## config.mk

```make
export PLATFORM = sky130hd
export DESIGN_NAME = my_comparator_gate
export DESIGN_NICKNAME = d
export VERILOG_FILES = /design/src/rtl/my_comparator_gate.sv
export SDC_FILE = /design/constraint.sdc
export NUM_CORES = 1
export LEC_CHECK = 0
export ABC_AREA = 1
export BUFFER_PORTS_ARGS = -buffer_cell sky130_fd_sc_hd__buf_2
export CORE_AREA = 2 2 39 41
export DETAILED_ROUTE_END_ITERATION = 10
export DIE_AREA = 0 0 41 43
export PLACE_DENSITY = 0.47
export SYNTH_ARGS = -nofsm -noshare
export SYNTH_HDL_FRONTEND = slang
export SYNTH_SLANG_ARGS = --single-unit
```

## constraint.sdc

```tcl
create_clock -name clk -period 0.87 [get_ports clk]
set_input_delay 0.087 -clock clk [delete_from_list [all_inputs] [get_ports clk]]
set_output_delay 0.087 -clock clk [all_outputs]
set_load 0.03 [all_outputs]
```

## src/rtl/my_comparator_gate.sv

```systemverilog
// my_comparator_gate: registered 4-bit unsigned magnitude comparator.
// The compare core is built from gate primitives only; three flops hold the
// less / greater / equal flags so the outputs never see a combinational path
// from the operands.
module my_comparator_gate (
  input  logic       clk,
  input  logic       reset,
  input  logic [3:0] A,
  input  logic [3:0] B,
  output logic       A_It_B,
  output logic       A_gt_B,
  output logic       A_eq_B
);

  // Per-bit terms: equality, A-wins and B-wins at each bit position.
  wire [3:0] e;
  wire [3:0] g;
  wire [3:0] l;
  wire [3:0] na;
  wire [3:0] nb;

  // Prefix equality: pe[i] is 1 when every bit above i matches.
  // pe[3] is implicitly 1 (nothing above the MSB), so it is not built.
  wire [2:0] pe;

  // Priority-qualified terms; bit 3 needs no qualification.
  wire [3:0] gt_t;
  wire [3:0] lt_t;

  wire gt_c;
  wire lt_c;
  wire eq_c;

  logic lt_q, lt_d;
  logic gt_q, gt_d;
  logic eq_q, eq_d;

  genvar gi;
  generate
    for (gi = 0; gi < 4; gi++) begin : g_bit
      xnor u_e  (e[gi],  A[gi],  B[gi]);
      not  u_na (na[gi], A[gi]);
      not  u_nb (nb[gi], B[gi]);
      and  u_g  (g[gi],  A[gi],  nb[gi]);
      and  u_l  (l[gi],  na[gi], B[gi]);
    end
  endgenerate

  // MSB-first prefix chain of bit equalities.
  assign pe[2] = e[3];
  and u_pe1 (pe[1], e[3],  e[2]);
  and u_pe0 (pe[0], pe[1], e[1]);

  // A lower bit only decides when all higher bits are equal.
  assign gt_t[3] = g[3];
  assign lt_t[3] = l[3];
  generate
    for (gi = 0; gi < 3; gi++) begin : g_term
      and u_gt (gt_t[gi], pe[gi], g[gi]);
      and u_lt (lt_t[gi], pe[gi], l[gi]);
    end
  endgenerate

  or  u_gt_or (gt_c, gt_t[3], gt_t[2], gt_t[1], gt_t[0]);
  or  u_lt_or (lt_c, lt_t[3], lt_t[2], lt_t[1], lt_t[0]);
  and u_eq    (eq_c, pe[0], e[0]);

  // Next-state is simply the current comparison result.
  always_comb begin
    lt_d = lt_c;
    gt_d = gt_c;
    eq_d = eq_c;
  end

  // Result flops; reset forces the "no result" all-zero state.
  always_ff @(posedge clk) begin
    if (reset) begin
      lt_q <= 1'b0;
      gt_q <= 1'b0;
      eq_q <= 1'b0;
    end else begin
      lt_q <= lt_d;
      gt_q <= gt_d;
      eq_q <= eq_d;
    end
  end

  assign A_It_B = lt_q;
  assign A_gt_B = gt_q;
  assign A_eq_B = eq_q;

endmodule

```

# [After elaboration in Yosys (flattened, before gate mapping)]
# Cells that the tools add are included.
# Widths: inputs -> output; s select.
[word_totals] in_bits=10 ff_bits=3 word_cells=34
[op_classes] n_bitwise=29 reduce_logical=2
[op_table] operator="$and 1x1->1" n=17
[op_table] operator="$not 1->1" n=8
[op_table] operator="$reduce_or 4->1" n=2
[op_table] operator="$xnor 1x1->1" n=4

# [Depth between registers and ports, before layout]
# Gate-level depths: netlist of the first run.
[depth] ltp_word=5 depth_mapped=6 mapped_depth_nobuf=6

# [Worst setup path before layout of the first run]
# No wires, ideal clock.
[synth_path] path_kind="input -> register" startpoint="in A[3]" endpoint="reg lt_q, in the netlist A_It_B" t_arrival_ns=0.742 n_path_buf=0 stages=6 setup_slack_ns=0.058 cell_sequence="inv_1 -> ha_1 -> nand2_2 -> nor2_4 -> nand2_1 -> a21oi_1"
[synth_via] elab_chain_cells=5
[synth_rtl] item="start, declared" line_no="8" source="input logic [3:0] A,"
[synth_rtl] item="$xnor 1x1->1" line_no="41" source="xnor u_e (e[gi], A[gi], B[gi]);"
[synth_rtl] item="$and 1x1->1" line_no="51" source="and u_pe1 (pe[1], e[3], e[2]);"
[synth_rtl] item="$and 1x1->1" line_no="52" source="and u_pe0 (pe[0], pe[1], e[1]);"
[synth_rtl] item="$and 1x1->1" line_no="60" source="and u_lt (lt_t[gi], pe[gi], l[gi]);"
[synth_rtl] item="$reduce_or 4->1 (*)" line_no="65" source="or u_lt_or (lt_c, lt_t[3], lt_t[2], lt_t[1], lt_t[0]);"
[synth_rtl] item="end signal, assigned" line_no="82" source="lt_q <= lt_d;"
[synth_rtl] item="end, declared" line_no="34" source="logic lt_q, lt_d;"
# Every way passes the cells marked *; elsewhere a longest branch is shown, timed or not.
# A chain may end at the register's enable or synchronous reset.

# [Final worst setup path of the first run]
[layout_path] startpoint="reg gt_q, in the netlist A_gt_B" endpoint="out A_gt_B"
[layout_rtl] item="start, declared" line_no="35" source="logic gt_q, gt_d;"
[layout_rtl] item="start signal, assigned" line_no="83" source="gt_q <= gt_d;"
[layout_rtl] item="end, declared" line_no="11" source="output logic A_gt_B,"
# No word-level cell between the ends.

==> results.txt, run 1 <==
outcome = completed
gpl congestion = 0.688
Post-CTS Hold Buffers = 0
fill count = 160
Post-synth top flop = dfxtp_1
CP cell instances = buf_2
Final Hold Slack = 0.0459 ns
largest family of logic cells by synthesized area = adder cells
Seq cells post-synth = 3
asr flop ratio synth = 0%
drt drc = 0
CP Capture Type = output pin
Sink Count = 3
Vias = 277
CTS tree = built
Post-synth EDFFs = 0
Port Buffers = 12
post-route antenna net violation count = 0
initial DRC count = 2
vias in the first global route = 236
Rows = 14
Crit Path Category = reg -> out
Final Hold Vio Count = 0
Max Cap Viol = 0
Synth cell types = 9
synthesized cell area = 282 sq um
die area = 1760 sq um
sequential-to-total area share from yosys stat = 21.3%
Die Span Y = 43 um
Post-Syn Nets = 58
Synth warnings = 0
Area growth syn-to-layout = 45.8%
first-pass detailed-route iteration total = 2
CP peak stage delay = 0.30 ns
I/O pin total = 13
Resized cells post-CTS = 0
CP bufs+invs = 1
Synth Area in Compound Gates = 3.56%
Longest Clk Path Bufs = 2
core footprint = 1380 sq um
layout cell share with drive strength beyond 1 = 35.6%
min Tclk post-route = 0.795 ns
Slew Viols, Final = 0
total CTS buffers = 3
initial antenna violation count = 0
Simple-Gate Fraction of Synth Area = 22.2%
total grt overflow = 0
Tightest Pin Transition = 0.154 ns
largest net degree at the start of global routing = 4
Core Util, Final = 29.7%
Synth top area share = 35.6%
Worst EP arrival = 0.71 ns
fin crit share = 91.4%
clock slew seen by the registers of the worst setup and hold paths = 0.04 ns
Overall Global Routing Usage = 6.71%
Synth area leaders = ha_1 36%, dfxtp_1 21%, inv_1 16%
P_leak = 0.000256 uW
Min-Delay Path Class = in -> reg
Max Freq = 1260 MHz
CP Max Fanout = 1
most common cell in the netlist = inv_1
first-pass GRT wire length = 800 um
worst setup margin = 0.0750 ns
Final Total Pwr = 518 uW
Mapped Cells = 40
Ant. Diodes = 0
Vias/cell = 3.69
Root Driver = clkbuf_4
die width = 41 um
PD cells = 1260 nW/um^2
Yosys top cell by area = ha_1
DP Worst Slack = -0.101 ns
syn_area_per_cell = 7.04 sq um
postcts setup bufs = 0
Startpoint Class = flip-flop
VDD IR max = 351 uV
Post-Synth Adder-Cell Area = 35.6%
# setup viols final = 0
XOR/XNOR Fraction of Synth Area = 0%
detailed placement HPWL = 440 um
post-synthesis mux area share = 0%
drt total wl = 473 um
RSZ-0062 raised after global routing = false
CP max stage cell = dfxtp_1
Largest delay share family, worst path = flip-flops
WL/cell = 6.31 um
slew margin rel. = 89.8%
most instantiated cells after synthesis = 12 x inv_1, 8 x ha_1, 7 x nand2_1
Initial Util = 20.3%
H-tree Lvls = 1
# nets final = 78
CP Data Required Time = 0.78 ns
==> path summary, 6_finish.rpt <==
path                      to   start  cells past startpoint
worst max-delay path  A_gt_B  A_gt_B                      1
worst min-delay path  A_It_B   reset                      2
==> layout by cell type (no fill, tap or decap) <==
| cell | instances |
|---|---|
| nor2_1 | 5 |
| buf_4 | 3 |
| a21oi_1 | 2 |
| ha_1 | 8 |
| nor2_4 | 1 |
| clkbuf_1 | 1 |
| dfxtp_1 | 3 |
| inv_2 | 1 |
| inv_1 | 12 |
| nand2_1 | 7 |
| buf_2 | 12 |
| clkbuf_4 | 3 |
| nand2_2 | 1 |
==> cells by family after synthesis <==
| group | count (synthesis) |
|---|---|
| AOI/OAI and AO/OA | 2 |
| DFF | 3 |
| adders and majority gates | 8 |
| buffers and inverters | 13 |
| and+or+nand+nor | 14 |
==> metrics by stage <==
step | area, sq um | TNS (ns) | instances
floorplan | 282 | 0 | 40
global placement | 384 | -0.212 | 71
detailed placement | 384 | -0.230 | 71
CTS | 410 | 0 | 75
global route | 410 | 0 | 75
finish | 410 | 0 | 75
==> where the power goes <==
part	switching (uW)	total, uW	internal (uW)
registers	1.70	149	147
logic	77.2	137	59.6
clock network	61.0	232	171
==> registers in the layout, indices dropped and copies added (netlist names) <==
signal,count
A_eq_B,1
A_gt_B,1
A_It_B,1
==> per-layer routing <==
layer / wire (um) / vias up / part of all wire [%] / global-route usage, %
met2: 231 / 6 / 49 / 8.75
li1: - / 153 / - / -
met1: 211 / 118 / 45 / 8.63
met5: 0 / - / 0 / 0
met4: 0 / 0 / 0 / 6.00
met3: 29 / 0 / 6.1 / 1.57
==> final cells by class <==
cell class / instances / area (sq um) / area share (%)
well taps: 16 / 20.0 / 4.88
clock buffers: 4 / 26.3 / 6.40
repair buffers: 15 / 82.6 / 20.1
inverters: 13 / 48.8 / 11.9
flip-flops and latches: 3 / 60.1 / 14.6
multi-input cells: 24 / 173 / 42.1
(Power assumes the default switching activity.)
==> run 2, diff against run 1 <==
- PLACE_DENSITY: 0.47 -> unset
==> run 2 against run 1 <==
Effect of this change: routed wire length shrank 4.7%; cell area is the same; global-route usage shrank 0.30 points; total power grew 1.7%; clock power grew 5%; combinational power is essentially flat; critical endpoint is now A_It_B.
==> results.txt, run 2 (synthesis results as in run 1) <==
outcome = completed
Longest Clk Path Bufs = 2 (unchanged)
vias in the first global route = 237 (+0.42%)
# nets final = 78 (unchanged)
register area = 60.1 sq um (unchanged)
Max Freq = 1260 MHz (+0.19%)
CP Max Fanout = 1 (unchanged)
WL/cell = 6.01 um (-4.7%)
Port Buffers = 12 (unchanged)
Min-Delay Path Class = in -> reg
die width = 41 um (unchanged)
fin crit share = 91.2% (-0.17 points)
Final Hold Vio Count = 0 (unchanged)
Initial Util = 20.3% (unchanged)
Final Hold Slack = 0.0408 ns (-0.00507 ns)
Final Total Pwr = 527 uW (+1.7%)
postcts setup bufs = 0 (unchanged)
Slew Viols, Final = 0 (unchanged)
hold depth = 2 (unchanged)
met2 routed WL = 203 um (-12%)
slew margin rel. = 89.7% (-0.12 points)
Startpoint Class = flip-flop
CP Data Required Time = 0.78 ns (about the same)
most frequent cells in the layout = 12 x inv_1, 12 x buf_2, 8 x ha_1, 7 x nand2_1, 5 x nor2_1
Area growth syn-to-layout = 45.8% (unchanged)
I/O pin total = 13 (unchanged)
P_leak = 0.000256 uW (unchanged)
DRT met1 WL = 210 um (-0.47%)
PD cells = 1280 nW/um^2 (+1.7%)
Die Span Y = 43 um (unchanged)
area of the multi-input gates = 173 sq um (unchanged)
Overall Global Routing Usage = 6.41% (-0.30 points)
worst setup margin = 0.0765 ns (+0.00148 ns)
gpl congestion = 0.630 (-8.5%)
Tightest Pin Transition = 0.156 ns (+0.00180 ns)
H-tree Lvls = 1 (unchanged)
largest net degree at the start of global routing = 4 (unchanged)
total grt overflow = 0 (unchanged)
Max Cap Viol = 0 (unchanged)
initial antenna violation count = 0 (unchanged)
core footprint = 1380 sq um (unchanged)
# setup viols final = 0 (unchanged)
detailed placement HPWL = 394 um (-10%)
Post-CTS Hold Buffers = 0 (unchanged)
die area = 1760 sq um (unchanged)
fill count = 163 (+1.9%)
CP bufs+invs = 1 (unchanged)
Resized cells post-CTS = 0 (unchanged)
Ant. Diodes = 0 (unchanged)
Largest delay share family, worst path = flip-flops
CTS tree = built
CP max stage cell = dfxtp_1
total CTS buffers = 3 (unchanged)
clock slew seen by the registers of the worst setup and hold paths = 0.04 ns (about the same)
Critical Path Stages = 1 (unchanged)
Rows = 14 (unchanged)
Vias/cell = 3.51 (-5.1%)
Max Used Layer = met3
first-pass detailed-route iteration total = 2 (unchanged)
Sink Count = 3 (unchanged)
WL met3 = 37 um (+28%)
CP peak stage delay = 0.29 ns (about the same)
drt drc = 0 (unchanged)
DP Worst Slack = -0.101 ns (-0.000100 ns)
VDD IR max = 251 uV (-28%)
first-pass GRT wire length = 738 um (-7.8%)
CP cell instances = buf_2
RSZ-0062 raised after global routing = false
Worst EP arrival = 0.71 ns (about the same)
drt total wl = 451 um (-4.7%)
CP Capture Type = output pin
Vias = 263 (-5.1%)
Crit Path Category = reg -> out
Root Driver = clkbuf_4
post-route antenna net violation count = 0 (unchanged)
initial DRC count = 1 (-1)
min Tclk post-route = 0.793 ns (-0.00148 ns)
layout cell share with drive strength beyond 1 = 35.6% (unchanged)
## run 2: worst paths after layout
| path | slack [ns] | from | endpoint |
|---|---|---|---|
| worst max-delay path | 0.08 | A_It_B | A_It_B |
| worst min-delay path | 0.04 | reset | A_eq_B |
## run 2: routing by layer
metal  global-route usage, %  vias to the layer above
met2                    8.44                        9
met5                       0                        -
met4                    8.00                        0
li1                        -                      151
met3                    1.57                        0
met1                    7.03                      103
## run 2: stage by stage
step	std cells	setup TNS [ns]	utilization (%)	cell area, sq um
final	75	0	29.7	410
after global routing	75	0	29.7	410
after CTS	75	0	29.7	410
after detailed placement	71	-0.241	27.8	384
after global placement	71	-0.212	27.8	384
after floorplan	40	0	-	282
## run 2: layout make-up
class	instances	share of cell area, %
sequential	3	14.6
multi-input combinational	24	42.1
clock buffer	4	6.40
inverter	13	11.9
timing repair buffer	15	20.1
tap	16	4.88
## run 2: report_power, final
part / total [uW] / switching, uW / internal (uW)
Combinational: 135 / 76.1 / 59.0
Clock: 243 / 70.9 / 172
Sequential: 149 / 1.53 / 147
Total: 527 / 149 / 378
